## config.mk

```make
export PLATFORM = sky130hd
export DESIGN_NAME = btn_event_ctrl
export DESIGN_NICKNAME = d
export VERILOG_FILES = /design/src/rtl/btn_event_ctrl_pkg.sv /design/src/rtl/btn_db_core.sv /design/src/rtl/btn_event_ctrl.sv
export SDC_FILE = /design/constraint.sdc
export NUM_CORES = 1
export LEC_CHECK = 0
export CORE_MARGIN = 2
export CORE_UTILIZATION = 35
export DETAILED_ROUTE_END_ITERATION = 12
export GPL_TIMING_DRIVEN = 1
export MAX_ROUTING_LAYER = met4
export PLACE_DENSITY_LB_ADDON = 0.2
export SLEW_MARGIN = 0
export SYNTH_ARGS = -nofsm -noshare
export SYNTH_HDL_FRONTEND = slang
export SYNTH_HIERARCHICAL = 1
export SYNTH_SLANG_ARGS = --single-unit
```

## constraint.sdc

```tcl
create_clock -name clk -period 3.8 [get_ports clk]
set_input_delay 0.76 -clock clk [delete_from_list [all_inputs] [get_ports clk]]
set_output_delay 0.76 -clock clk [all_outputs]
set_load 0.1 [all_outputs]
```

## src/rtl/btn_event_ctrl_pkg.sv

```systemverilog
// Shared definitions for the button event front-end: debounce state
// encodings and the width helpers used to size the event index and
// the auto-repeat hold counter.
package btn_event_ctrl_pkg;

    typedef enum logic [1:0] {
        ST_ZERO = 2'b00,
        ST_W1   = 2'b01,
        ST_ONE  = 2'b10,
        ST_W0   = 2'b11
    } db_state_t;

    // Width of the event index; a single button still gets a 1-bit id.
    function automatic int id_width(input int n);
        return (n <= 1) ? 1 : $clog2(n);
    endfunction

    // Width needed to hold the larger of the two repeat reload values.
    function automatic int hold_width(input int dly, input int rate);
        int m;
        m = (dly > rate) ? dly : rate;
        return $clog2(m + 1);
    endfunction

endpackage

```

## src/rtl/btn_db_core.sv

```systemverilog
// One button lane: 2-FF synchroniser, tick-based debounce FSM and the
// hold counter that turns a long press into auto-repeat requests.
module btn_db_core
    import btn_event_ctrl_pkg::*;
#(
    parameter int STABLE_TICKS = 3,
    parameter int RPT_DLY      = 50,
    parameter int RPT_RATE     = 10,
    parameter int RPT_EN       = 1
) (
    input  logic clk,
    input  logic reset,
    input  logic btn,
    input  logic tick,
    output logic db,
    output logic press_set,
    output logic rpt_set
);

    localparam int              HOLD_W      = hold_width(RPT_DLY, RPT_RATE);
    localparam logic [2:0]      STABLE_LAST = 3'(STABLE_TICKS - 1);
    localparam logic [HOLD_W-1:0] DLY_LD    = HOLD_W'(RPT_DLY);
    localparam logic [HOLD_W-1:0] RATE_LD   = HOLD_W'(RPT_RATE);

    logic [1:0]        sync_q;
    logic              level;
    db_state_t         state;
    logic [2:0]        cnt;
    logic [HOLD_W-1:0] hold;
    logic              rise_now;

    assign level    = sync_q[1];
    assign db       = (state == ST_ONE) || (state == ST_W0);
    // The W1 -> ONE step: stable high long enough and this tick completes it.
    assign rise_now = (state == ST_W1) && level && tick && (cnt == STABLE_LAST);

    // Bring the raw asynchronous button level into the clk domain.
    always_ff @(posedge clk or negedge reset) begin
        if (!reset) sync_q <= 2'b00;
        else        sync_q <= {sync_q[0], btn};
    end

    // Debounce FSM; a level change beats a coincident tick.
    always_ff @(posedge clk or negedge reset) begin
        if (!reset) begin
            state     <= ST_ZERO;
            cnt       <= 3'd0;
            press_set <= 1'b0;
        end else begin
            press_set <= 1'b0;
            case (state)
                ST_ZERO: begin
                    if (level) begin
                        state <= ST_W1;
                        cnt   <= 3'd0;
                    end
                end
                ST_W1: begin
                    if (!level) begin
                        state <= ST_ZERO;
                    end else if (tick) begin
                        if (cnt == STABLE_LAST) begin
                            state     <= ST_ONE;
                            press_set <= 1'b1;
                        end else begin
                            cnt <= cnt + 3'd1;
                        end
                    end
                end
                ST_ONE: begin
                    if (!level) begin
                        state <= ST_W0;
                        cnt   <= 3'd0;
                    end
                end
                ST_W0: begin
                    if (level) begin
                        state <= ST_ONE;
                    end else if (tick) begin
                        if (cnt == STABLE_LAST) state <= ST_ZERO;
                        else                    cnt   <= cnt + 3'd1;
                    end
                end
                default: state <= ST_ZERO;
            endcase
        end
    end

    // Hold counter: armed on a debounced press, counts ticks while db is high.
    always_ff @(posedge clk or negedge reset) begin
        if (!reset) begin
            hold    <= '0;
            rpt_set <= 1'b0;
        end else begin
            rpt_set <= 1'b0;
            if (rise_now) begin
                hold <= DLY_LD;
            end else if ((RPT_EN != 0) && db && tick && (hold != '0)) begin
                if (hold == HOLD_W'(1)) begin
                    rpt_set <= 1'b1;
                    hold    <= RATE_LD;
                end else begin
                    hold <= hold - 1'b1;
                end
            end
        end
    end

endmodule

```

## src/rtl/btn_event_ctrl.sv

```systemverilog
// Button front-end top: shared tick prescaler, one debounce lane per
// button, per-button pending flags and a round-robin arbiter that
// presents one registered valid/ready event stream.
module btn_event_ctrl
    import btn_event_ctrl_pkg::*;
#(
    parameter int  NBTN         = 3,
    parameter int  TICK_W       = 13,
    parameter int  STABLE_TICKS = 3,
    parameter int  RPT_DLY      = 50,
    parameter int  RPT_RATE     = 10,
    parameter int  RPT_EN       = 1,
    localparam int ID_W         = id_width(NBTN)
) (
    input  logic            clk,
    input  logic            reset,
    input  logic [NBTN-1:0] btn,
    output logic [NBTN-1:0] db,
    output logic            m_tick,
    output logic            evt_valid,
    output logic [ID_W-1:0] evt_id,
    output logic            evt_rpt,
    input  logic            evt_ready
);

    logic [TICK_W-1:0] pre_cnt;
    logic [NBTN-1:0]   press_set;
    logic [NBTN-1:0]   rpt_set;
    logic [NBTN-1:0]   p;
    logic [NBTN-1:0]   r;
    logic [NBTN-1:0]   acc_mask;
    logic [NBTN-1:0]   cand;
    logic [ID_W-1:0]   rr_ptr;
    logic [ID_W-1:0]   start;
    logic [ID_W-1:0]   win_id;
    logic [ID_W-1:0]   pos_id;
    logic              win_found;
    logic              accept;
    int                pos;

    assign accept = evt_valid & evt_ready;

    // Index after v, wrapping at NBTN.
    function automatic logic [ID_W-1:0] wrap_inc(input logic [ID_W-1:0] v);
        if (v == ID_W'(NBTN - 1)) return '0;
        else                      return v + 1'b1;
    endfunction

    // Free-running prescaler; m_tick is registered so the first one lands
    // a full 2**TICK_W clocks after reset release.
    always_ff @(posedge clk or negedge reset) begin
        if (!reset) begin
            pre_cnt <= '0;
            m_tick  <= 1'b0;
        end else begin
            pre_cnt <= pre_cnt + 1'b1;
            m_tick  <= (pre_cnt == '1);
        end
    end

    for (genvar i = 0; i < NBTN; i++) begin : g_btn
        btn_db_core #(
            .STABLE_TICKS (STABLE_TICKS),
            .RPT_DLY      (RPT_DLY),
            .RPT_RATE     (RPT_RATE),
            .RPT_EN       (RPT_EN)
        ) u_core (
            .clk       (clk),
            .reset     (reset),
            .btn       (btn[i]),
            .tick      (m_tick),
            .db        (db[i]),
            .press_set (press_set[i]),
            .rpt_set   (rpt_set[i])
        );
    end

    // One-hot of the button whose event is being transferred this cycle.
    always_comb begin
        acc_mask = '0;
        if (accept) acc_mask[evt_id] = 1'b1;
    end

    // Pending bits: a new set merges into an existing one and beats a clear.
    always_ff @(posedge clk or negedge reset) begin
        if (!reset) begin
            p <= '0;
            r <= '0;
        end else begin
            for (int i = 0; i < NBTN; i++) begin
                if (press_set[i] || rpt_set[i]) begin
                    p[i] <= 1'b1;
                    r[i] <= rpt_set[i];
                end else if (acc_mask[i]) begin
                    p[i] <= 1'b0;
                end
            end
        end
    end

    // Round-robin search from the pointer; on accept the search already
    // starts after the accepted id so the next winner can follow at once.
    always_comb begin
        cand      = p & ~acc_mask;
        start     = accept ? wrap_inc(evt_id) : rr_ptr;
        win_found = 1'b0;
        win_id    = '0;
        pos       = 0;
        pos_id    = '0;
        for (int k = 0; k < NBTN; k++) begin
            pos    = (int'(start) + k) % NBTN;
            pos_id = ID_W'(pos);
            if (!win_found && cand[pos_id]) begin
                win_found = 1'b1;
                win_id    = pos_id;
            end
        end
    end

    // Output registers: reload only when idle or on a transfer, so a
    // stalled offer holds its id and flavour.
    always_ff @(posedge clk or negedge reset) begin
        if (!reset) begin
            evt_valid <= 1'b0;
            evt_id    <= '0;
            evt_rpt   <= 1'b0;
            rr_ptr    <= '0;
        end else begin
            if (accept) rr_ptr <= wrap_inc(evt_id);
            if (!evt_valid || accept) begin
                evt_valid <= win_found;
                evt_id    <= win_id;
                evt_rpt   <= win_found & r[win_id];
            end
        end
    end

endmodule

```

== Yosys cells after proc, flatten, opt, wreduce, memory -nomap -nowiden ==
Cells that the tools add are included.

* Word-level logic and storage cells: 243
* Register bits: 71
* Output and inout port bits: 8
* Input port bits: 6

* Bitwise logic cells: 4
* Multiplexer cells: 103
* Add/sub/neg operators: 10
* Equal/unequal tests: 41
* Div/mod/pow operators: 3
* Reductions and logical operators: 46
* $lt $le $gt $ge: 6

{| class="wikitable"
|+ Operators by type and width
! operator !! number
|-
| $mod A32 B3 Y32 const B || 2
|-
| $mux W2 || 29
|-
| $mux W3 || 19
|-
| $mux W6 || 9
|-
| $pmux W3 S4 || 3
|-
| $mux W1 || 35
|-
| $mod A3 B3 Y32 const B || 1
|-
| $pmux W2 S4 || 3
|-
| $eq A6 B1 Y1 const B || 3
|-
| $logic_and A1 B1 Y1 || 18
|-
| $ne A3 B2 Y1 const B || 6
|-
| $ne A3 B3 Y1 const B || 6
|-
| $reduce_and A6 Y1 || 3
|-
| $reduce_bool A6 Y1 || 3
|-
| $sub A6 B1 Y6 const B || 3
|-
| $lt A2 B3 Y1 const B || 5
|-
| $eq A2 B2 Y1 const B || 7
|-
| $add A13 B1 Y13 const B || 1
|-
| $eq A13 B13 Y1 const B || 1
|-
| $ne A2 B1 Y1 const B || 6
|-
| $ne A2 B2 Y1 const B || 6
|-
| $reduce_and A4 Y1 || 3
|-
| $reduce_bool A2 Y1 || 6
|-
| $add A3 B1 Y3 const B || 3
|-
| other kinds (14) || 32
|}

== Longest topological paths before layout ==
Gate-level depths: netlist of the first run.

* Depth in word-level cells: 19
* Gate-level depth with buffers: 10
* Gate-level depth less buffers: 10

== Cells and area by module ==
The synthesis of the first run kept the hierarchy.

{| class="wikitable"
|+ Modules (own cells, without submodules)
! module !! seq. area each (um^2) !! area each (um^2) !! times used !! cells an instance
|-
| btn_db_core || 375.4 || 768.2 || 3 || 78
|-
| btn_event_ctrl || 650.6 || 1241.2 || 1 || 117
|}

== Least setup slack after synthesis of the first run ==
Ideal clock, no wire load.

* Kind: register to register
* From: register evt_valid
* To: register evt_rpt
* Data arrival time: 2.682 ns
* Buffers on the path: 0
* Stages on the path, launching flop included: 11
* Setup slack: 1.017 ns
* Setup time: 0.101 ns
* Period minus slack after synthesis: 2.783 ns
* Required time: 3.699 ns
* Cell sequence: dfrtp_1 > nand4bb_1 > nand2_1 > inv_1 > ha_1 > nand2_1 > or4_1 > o31ai_1 > a41o_1 > nor3_1 > o32ai_1

* Elaborated cells on any way between the ends: 31
* Classes of those cells: 2 x add/sub; 3 x div; 16 x mux; 4 x bitwise; 6 x reduce/logical

{| class="wikitable"
|+ RTL lines
! element !! RTL line !! text
|-
| from (decl) || btn_event_ctrl.sv:20 || <nowiki>output logic evt_valid,</nowiki>
|-
| from (signal assigned) || btn_event_ctrl.sv:131 || <nowiki>evt_valid <= win_found;</nowiki>
|-
| $and A1 B1 Y1 (*) || btn_event_ctrl.sv:41 || <nowiki>assign accept = evt_valid & evt_ready;</nowiki>
|-
| $mux W2 (*) || btn_event_ctrl.sv:105 || <nowiki>start = accept ? wrap_inc(evt_id) : rr_ptr;</nowiki>
|-
| named net start[0] || btn_event_ctrl.sv:34 || <nowiki>logic [ID_W-1:0] start;</nowiki>
|-
| branches (longest 12 deep; another with $mod A32 B3 Y32) || n/a ||
|-
| $and A1 B1 Y1 (*) || btn_event_ctrl.sv:133 || <nowiki>evt_rpt <= win_found & r[win_id];</nowiki>
|-
| to (signal assigned) || btn_event_ctrl.sv:133 ||
|-
| to (decl) || btn_event_ctrl.sv:22 || <nowiki>output logic evt_rpt,</nowiki>
|}

Mark *: on every way through the listed nets, which the timed path passes. The select of a mux whose other input is x is not followed.
A chain may end at the register's enable or synchronous reset.

== Worst setup path after layout of the first run ==
* From: input port evt_ready
* To: register evt_rpt

* Elaborated cells on any way between the ends: 30
* Classes of those cells: 2 x add/sub; 3 x div; 16 x mux; 4 x bitwise; 5 x reduce/logical

{| class="wikitable"
|+ RTL lines
! element !! RTL line !! text
|-
| from (decl) || btn_event_ctrl.sv:23 || <nowiki>input logic evt_ready</nowiki>
|-
| $and A1 B1 Y1 (*) || btn_event_ctrl.sv:41 ||
|-
| $mux W2 (*) || btn_event_ctrl.sv:105 ||
|-
| named net start[0] || btn_event_ctrl.sv:34 ||
|-
| branches (longest 12 deep; another with $mod A32 B3 Y32) || n/a ||
|-
| $and A1 B1 Y1 (*) || btn_event_ctrl.sv:133 ||
|}

Marked as above.

==> results of run 1 <==
## registers in the layout, indices dropped and copies added (netlist names), 6 cells and up, named ones only
signal               flops
g_btn.u_core/cnt         9
g_btn.u_core/hold       18
pre_cnt                 13
g_btn.u_core/sync_q      6
## critical path: cells and delay by family
kind | cells | cell delay (ps)
compound gates | 3 | 490
buf+inv | 2 | 600
simple gates | 5 | 860
fa+ha+maj | 1 | 340
## logic make-up (layout without fill, tap and decap cells)
kind of cell / Yosys count / count (layout) / synth area share, %
and+or+nand+nor: 145 / 145 / 22.02
AOI/OAI and AO/OA: 71 / 71 / 13.97
DFF: 71 / 71 / 50.11
buffers and inverters: 28 / 50 / 3.070
xor gates and xnor gates: 17 / 17 / 4.199
adders and majority gates: 15 / 15 / 5.293
muxes: 4 / 4 / 1.341
## cell type report
class / count / area, µm²
Clock inverter: 1 / 5.005
Sequential cell: 71 / 1777
Fill cell: 1012 / 5851
Multi-Input combinational cell: 252 / 1660
Timing Repair Buffer: 13 / 125.1
Tap cell: 133 / 166.4
Clock buffer: 14 / 152.6
Inverter: 22 / 82.58
## power by group through the flow
stage               sequential, mW  clock, mW  combinational [mW]
detailed placement           0.824          0               0.327
floorplan                    0.884          0               0.188
finish                       0.810      0.512               0.327
global placement             0.825          0               0.325
global route                 0.815      0.566               0.362
CTS                          0.810      0.535               0.328
## metal layers
metal	vias to the layer above	part of all wire, %
met5	-	0
met4	0	1.5
met3	9	2.7
met2	35	45
met1	1253	50
li1	1289	-
## placed cells by master, fill, tap and decap left out, drive strengths merged, types with 5 or more instances in the layout
master         instances
dfrtp                 71
nand2                 61
inv                   22
a21oi                 20
ha                    15
nor2                  14
clkbuf                14
nor3                  13
clkdlybuf4s50         11
nand3                 10
xnor2                  9
a21o                   9
nor4                   9
xor2                   8
nand4                  6
o22ai                  6
and2                   6
nand4b                 5
nand2b                 5
## stage by stage
step / utilization (%) / instances
final: 40.42 / 506
after global routing: 40.42 / 506
after CTS: 40.42 / 506
after detailed placement: 38.81 / 491
after global placement: 38.81 / 491
after floorplan: - / 351
## worst max path at each step
stage,depth (start not counted),slack (ps),end
2_1_floorplan,10,1020,evt_rpt$_DFFE_PN0P_
3_3_place_gp,11,680,evt_rpt$_DFFE_PN0P_
3_5_place_dp,11,650,evt_rpt$_DFFE_PN0P_
4_1_cts,11,990,evt_rpt$_DFFE_PN0P_
5_1_grt,11,730,evt_rpt$_DFFE_PN0P_
6_report,11,970,evt_rpt$_DFFE_PN0P_
==> parameters.txt, run 1 <==
Parameter                              Value

Setup path
  Worst reg2reg endpoint    evt_rpt$_DFFE_PN0P_
  Category of the most critical setup path    in2reg
  Library cell appearing most often on the critical path    sky130_fd_sc_hd__nand2_1
  Arrival time of data at the critical path endpoint    3070 ps
  Register-to-register path setup slack    1450 ps
  Startpoint of the worst register-to-register path    evt_id[1]$_DFFE_PN0P_
  Critical Path Source Type    input pin
  Crit path from    evt_ready
  Peak per-stage delay on the critical path    550 ps
  Element type at the critical path end    flip-flop
  R2R cell count    10
  Worst endpoint required time    4040 ps
  Slowest library cell on the worst path    sky130_fd_sc_hd__clkdlybuf4s50_1
  Worst-path fanout max    6
  Cell-by-cell listing of the critical path    clkdlybuf4s50_1 -> nand4bb_1 -> nand2_1 -> inv_1 -> ha_1 -> nand2_1 -> or4_1 -> o31ai_1 -> a41o_1 -> nor3_1 -> o32ai_1

STA
  Setup Skew    7.864 ps
  RSZ-0062 raised after global routing    false
  Final Hold Fails    0
  Final max-slew violation count    0
  Count of final setup violators    0
  Highest Clock Rate    353.3 MHz
  Accumulated negative setup slack    0 ps
  Slew at the pin with the worst max-slew slack    977.2 ps
  Ratio of final minimum period to clock period    74.48%
  Final critical-path required period    2830 ps
  Final worst-path setup slack    969.9 ps
  Final worst hold slack    352.4 ps
  Max-slew headroom at the worst pin    34.65%

Finish
  Count of nets after finishing    390
  Post-synthesis to final-layout area growth    11.93%
  Share of cells above drive strength 1    7.507%
  Final instance area    3969 µm²
  Diodes inserted    0

Die
  Die X    104.7 µm
  Total Die Area    10950 µm²
  Total number of placement rows    36
  Starting Density    36.11%
  Height of the die    104.7 µm
  Count of boundary I/O pins    14
  Area of the core region    9819 µm²

Power and ir drop
  PD cells    415.3 nW/µm²
  Internal    1.152 mW
  Peak VDD IR    0.1746 mV
  Static leakage power    1.795 nW
  Clock network fraction of design power    31.0%
  Sequential Power Share    49.2%
  Post-route total power    1.648 mW
  NetSw    0.4962 mW
  Switch share    30.10%
  Relative contribution of combinational cells to total power    19.8%

Route
  Drc violations    0
  First DRT Iteration DRCs    107
  Vias    2586
  Final WL    6307 µm
  DR vias/cell    5.111
  Per-cell routed wire length    12.46 µm
  Drt first pass iters    4
  Residual antenna-violating net count after detailed routing    0

Synth
  Portion of synthesized cell area occupied by the leading cell type    50.11%
  Synth Area per Inst    10.10 µm²
  Post-synth EDFFs    0
  Share of synthesized area occupied by flip-flops and latches    50.11%
  Number of instances in the synthesized netlist    351
  Post-synth ARST share    100.0%
  Total of flip-flops plus latches after synthesis    71
  Count leader, synth    sky130_fd_sc_hd__dfrtp_1
  Flip-flop cell with the highest count after synthesis    sky130_fd_sc_hd__dfrtp_1
  Most used standard cells in the synthesized netlist    sky130_fd_sc_hd__dfrtp_1, sky130_fd_sc_hd__nand2_1, sky130_fd_sc_hd__a21oi_1
  Nets in the synthesized netlist    372
  Cell types occupying the most area after synthesis    sky130_fd_sc_hd__dfrtp_1, sky130_fd_sc_hd__nand2_1, sky130_fd_sc_hd__ha_1, sky130_fd_sc_hd__a21oi_1, sky130_fd_sc_hd__xnor2_1
  Cell variety after synth    51
  Syn Std Cell Area    3546 µm²
  Top cell type by total area after synthesis    sky130_fd_sc_hd__dfrtp_1
  Total of warnings raised by yosys    6

Placement
  DPL Wire Length    4268 µm
  Total placed instance area    3811 µm²
  GP Congestion    0.8551
  Total of buffers placed on input and output ports    13
  Placement Setup Slack    648.6 ps

GRT
  Met1 routing resource usage after global routing    17.02%
  Global-route wire length before repair    11070 µm
  Met3 Track Usage GR    2.495%
  Global-route track usage on met2    18.30%
  Total track usage    12.63%
  Grt peak-use layer    met2
  Maximum number of pins on one net before global-route repair    72
  Number of antenna violations at the first check in global routing    0
  Via count of the first global-routing pass    2360
  Total overflow reported by the global router    0

Clock tree
  Post-CTS Hold Buffers    0
  CTS Sinks    71
  Buffer cell driving the clock tree root    sky130_fd_sc_hd__clkbuf_8
  Number of gates given a new drive strength after cts    0
  Clk slew on worst S/H paths    70 ps
  Clk_lat worst skew    330 ps
  Clock tree from TritonCTS    built
  H-tree depth reported by CTS    3
  Post-CTS Setup Bufs    0
  TritonCTS buffer count    9
  Maximum root-to-sink buffer count    2

Run
  Count of maximum capacitance violations    0

Min path
  Worst hold-check path type    reg2reg
  Depth of the worst hold-timing path    0
  Beginning of the worst hold path    g_btn[2].u_core/sync_q[0]$_DFF_PN0_
  Worst-case hold path end point    g_btn[2].u_core/sync_q[1]$_DFF_PN0_

Run status
  Result of the run    finished clean
Note: power is estimated with default switching activity, not from simulation.
==> run 2, diff against run 1 <==
==> constraint.sdc (replaced) <==
create_clock -name clk -period 2.6 [get_ports clk]
set_input_delay 0.52 -clock clk [delete_from_list [all_inputs] [get_ports clk]]
set_output_delay 0.52 -clock clk [all_outputs]
set_load 0.1 [all_outputs]
==> run 2 against run 1 <==
- worst setup slack worse by 820 ps
- final area grew 4.4%
- global-route usage is 1.3 points higher
- via count increased by 2.9%
- register-to-register slack worse by 1100 ps
- clock skew decreased by 2.0 ps
- combinational power up 96%
- non-clock buffer count increased by 20
- die area did not move
- cell count up 4.2%
==> parameters.txt, run 2 (synthesis gave the netlist of run 1 again) <==
Parameter                              Value

GRT
  Global-route wire length before repair    12010 µm
  Total track usage    13.91%
  Number of antenna violations at the first check in global routing    0
  Via count of the first global-routing pass    2732
  Total overflow reported by the global router    0
  Maximum number of pins on one net before global-route repair    53

Finish
  Post-synthesis to final-layout area growth    16.90%
  Count of nets after finishing    410
  Number of standard cells in the layout, taps in and fillers out    527
  Final instance area    4145 µm²
  Largest registers ranked by flip-flop count    g_btn.u_core/hold (18), pre_cnt (13), g_btn.u_core/cnt (9)
  Top register by number of flip-flops    g_btn.u_core/hold
  Flip-flop count of the largest register after layout    18
  Most common cell after layout, fill and taps aside    sky130_fd_sc_hd__dfrtp_1
  Highest-count cells in the layout ignoring fill and taps    sky130_fd_sc_hd__dfrtp_1, sky130_fd_sc_hd__nand2_1, sky130_fd_sc_hd__buf_4
  Diodes inserted    0
  Share of cells above drive strength 1    15.74%
  End-of-flow core utilization    42.21%

Clock tree
  Clk slew on worst S/H paths    70 ps
  Post-CTS Hold Buffers    0
  CTS Sinks    71
  H-tree depth reported by CTS    3
  Clk_lat worst skew    340 ps
  TritonCTS buffer count    9
  Number of gates given a new drive strength after cts    0
  Post-CTS Setup Bufs    0
  Buffer cell driving the clock tree root    sky130_fd_sc_hd__clkbuf_8
  Maximum root-to-sink buffer count    2
  Clock tree from TritonCTS    built

STA
  Max-slew headroom at the worst pin    61.36%
  Final critical-path required period    2454 ps
  Count of final setup violators    0
  Final worst-path setup slack    146.1 ps
  Final worst hold slack    147.9 ps
  Highest Clock Rate    407.5 MHz
  Setup Skew    5.903 ps
  RSZ-0062 raised after global routing    false
  Ratio of final minimum period to clock period    94.38%
  Final Hold Fails    0
  Slew at the pin with the worst max-slew slack    579.6 ps
  Accumulated negative setup slack    0 ps
  Final max-slew violation count    0

Power and ir drop
  Sequential Power Share    45.4%
  Static leakage power    1.923 nW
  Peak VDD IR    0.2686 mV
  Clock network fraction of design power    30.1%
  PD cells    631.3 nW/µm²
  Switch share    29.69%
  Internal    1.840 mW
  NetSw    0.7771 mW
  Relative contribution of combinational cells to total power    24.5%
  Post-route total power    2.617 mW

Die
  Die X    104.7 µm
  Count of boundary I/O pins    14
  Height of the die    104.7 µm
  Total number of placement rows    36
  Total Die Area    10950 µm²
  Starting Density    36.11%
  Area of the core region    9819 µm²

Setup path
  Element type at the critical path end    flip-flop
  R2R cell count    10
  Cell-by-cell listing of the critical path    clkdlybuf4s50_1 -> nand4bb_1 -> nand2_1 -> inv_1 -> ha_1 -> nand2_1 -> or4_1 -> o31ai_1 -> a41o_1 -> nor3_1 -> o32ai_1
  Buf/Inv on CP    2
  Library cell appearing most often on the critical path    sky130_fd_sc_hd__nand2_1
  Worst-path fanout max    5
  Peak per-stage delay on the critical path    540 ps
  Critical Path Source Type    input pin
  Category of cells accounting for the largest share of critical-path delay    simple AND/OR/NAND/NOR gates
  Instance count on the critical path    11
  Category of the most critical setup path    in2reg
  Arrival time of data at the critical path endpoint    2690 ps
  Slowest library cell on the worst path    sky130_fd_sc_hd__clkdlybuf4s50_1
  Worst endpoint required time    2840 ps

Route
  Per-cell routed wire length    12.70 µm
  First DRT Iteration DRCs    161
  Residual antenna-violating net count after detailed routing    0
  Final WL    6694 µm
  Drt first pass iters    4
  Vias    2661
  Drc violations    0
  DR vias/cell    5.049

Placement
  GP Congestion    0.8618
  DPL Wire Length    4722 µm
  Placement Setup Slack    -203.2 ps
  Cells after DPL    511
  Total of buffers placed on input and output ports    13
  Total placed instance area    3970 µm²

Min path
  Worst hold-check path type    in2async

Run
  Count of maximum capacitance violations    0

Run status
  Result of the run    finished clean
## run 2: layer usage
metal | part of all wire (%) | GRT usage, % | wire, µm | up-vias
met4 | 1.1 | 6.476 | 72 | 0
met3 | 3.3 | 3.244 | 222 | 6
met5 | 0 | - | 0 | -
li1 | - | - | - | 1328
met2 | 48 | 21.48 | 3189 | 40
met1 | 48 | 17.38 | 3209 | 1287
## run 2: power by group through the flow
| stage | combinational [mW] | sequential [mW] | clock, mW |
|---|---|---|---|
| after global routing | 0.707 | 1.19 | 0.879 |
| after CTS | 0.645 | 1.19 | 0.835 |
| after global placement | 0.641 | 1.21 | 0 |
| after detailed placement | 0.640 | 1.21 | 0 |
| after floorplan | 0.275 | 1.29 | 0 |
| final | 0.640 | 1.19 | 0.788 |
## run 2: layout make-up
cell class / instances / area (µm²)
inverters: 22 / 82.58
fillers: 983 / 5674
repair buffers: 33 / 280.3
well taps: 133 / 166.4
clock inverters: 4 / 20.02
flip-flops and latches: 71 / 1780
clock buffers: 12 / 155.1
multi-input cells: 252 / 1660
## run 2: worst paths after layout
kind                       slack (ps)                           startpoint                                    to
hold reg to reg                   350  g_btn[0].u_core/sync_q[0]$_DFF_PN0_   g_btn[0].u_core/sync_q[1]$_DFF_PN0_
setup / recovery                  150                            evt_ready                   evt_rpt$_DFFE_PN0P_
hold / removal                    150                                reset  g_btn[1].u_core/state[0]$_DFFE_PN0P_
min in group clk                  350  g_btn[0].u_core/sync_q[0]$_DFF_PN0_   g_btn[0].u_core/sync_q[1]$_DFF_PN0_
max in group asynchronous        1800                                reset                 evt_id[0]$_DFFE_PN0P_
setup reg to reg                  360                evt_id[1]$_DFFE_PN0P_                   evt_rpt$_DFFE_PN0P_
## run 2: worst register-to-register path, cell delays in order (launching register included)
cell                        delay (ps)
sky130_fd_sc_hd__dfrtp_2           440
sky130_fd_sc_hd__nand4bb_1         220
sky130_fd_sc_hd__nand2_1           110
sky130_fd_sc_hd__inv_1              40
sky130_fd_sc_hd__ha_1              300
sky130_fd_sc_hd__nand2_1            50
sky130_fd_sc_hd__or4_1             400
sky130_fd_sc_hd__o31ai_1           110
sky130_fd_sc_hd__a41o_1            170
sky130_fd_sc_hd__nor3_1             50
sky130_fd_sc_hd__o32ai_1           240
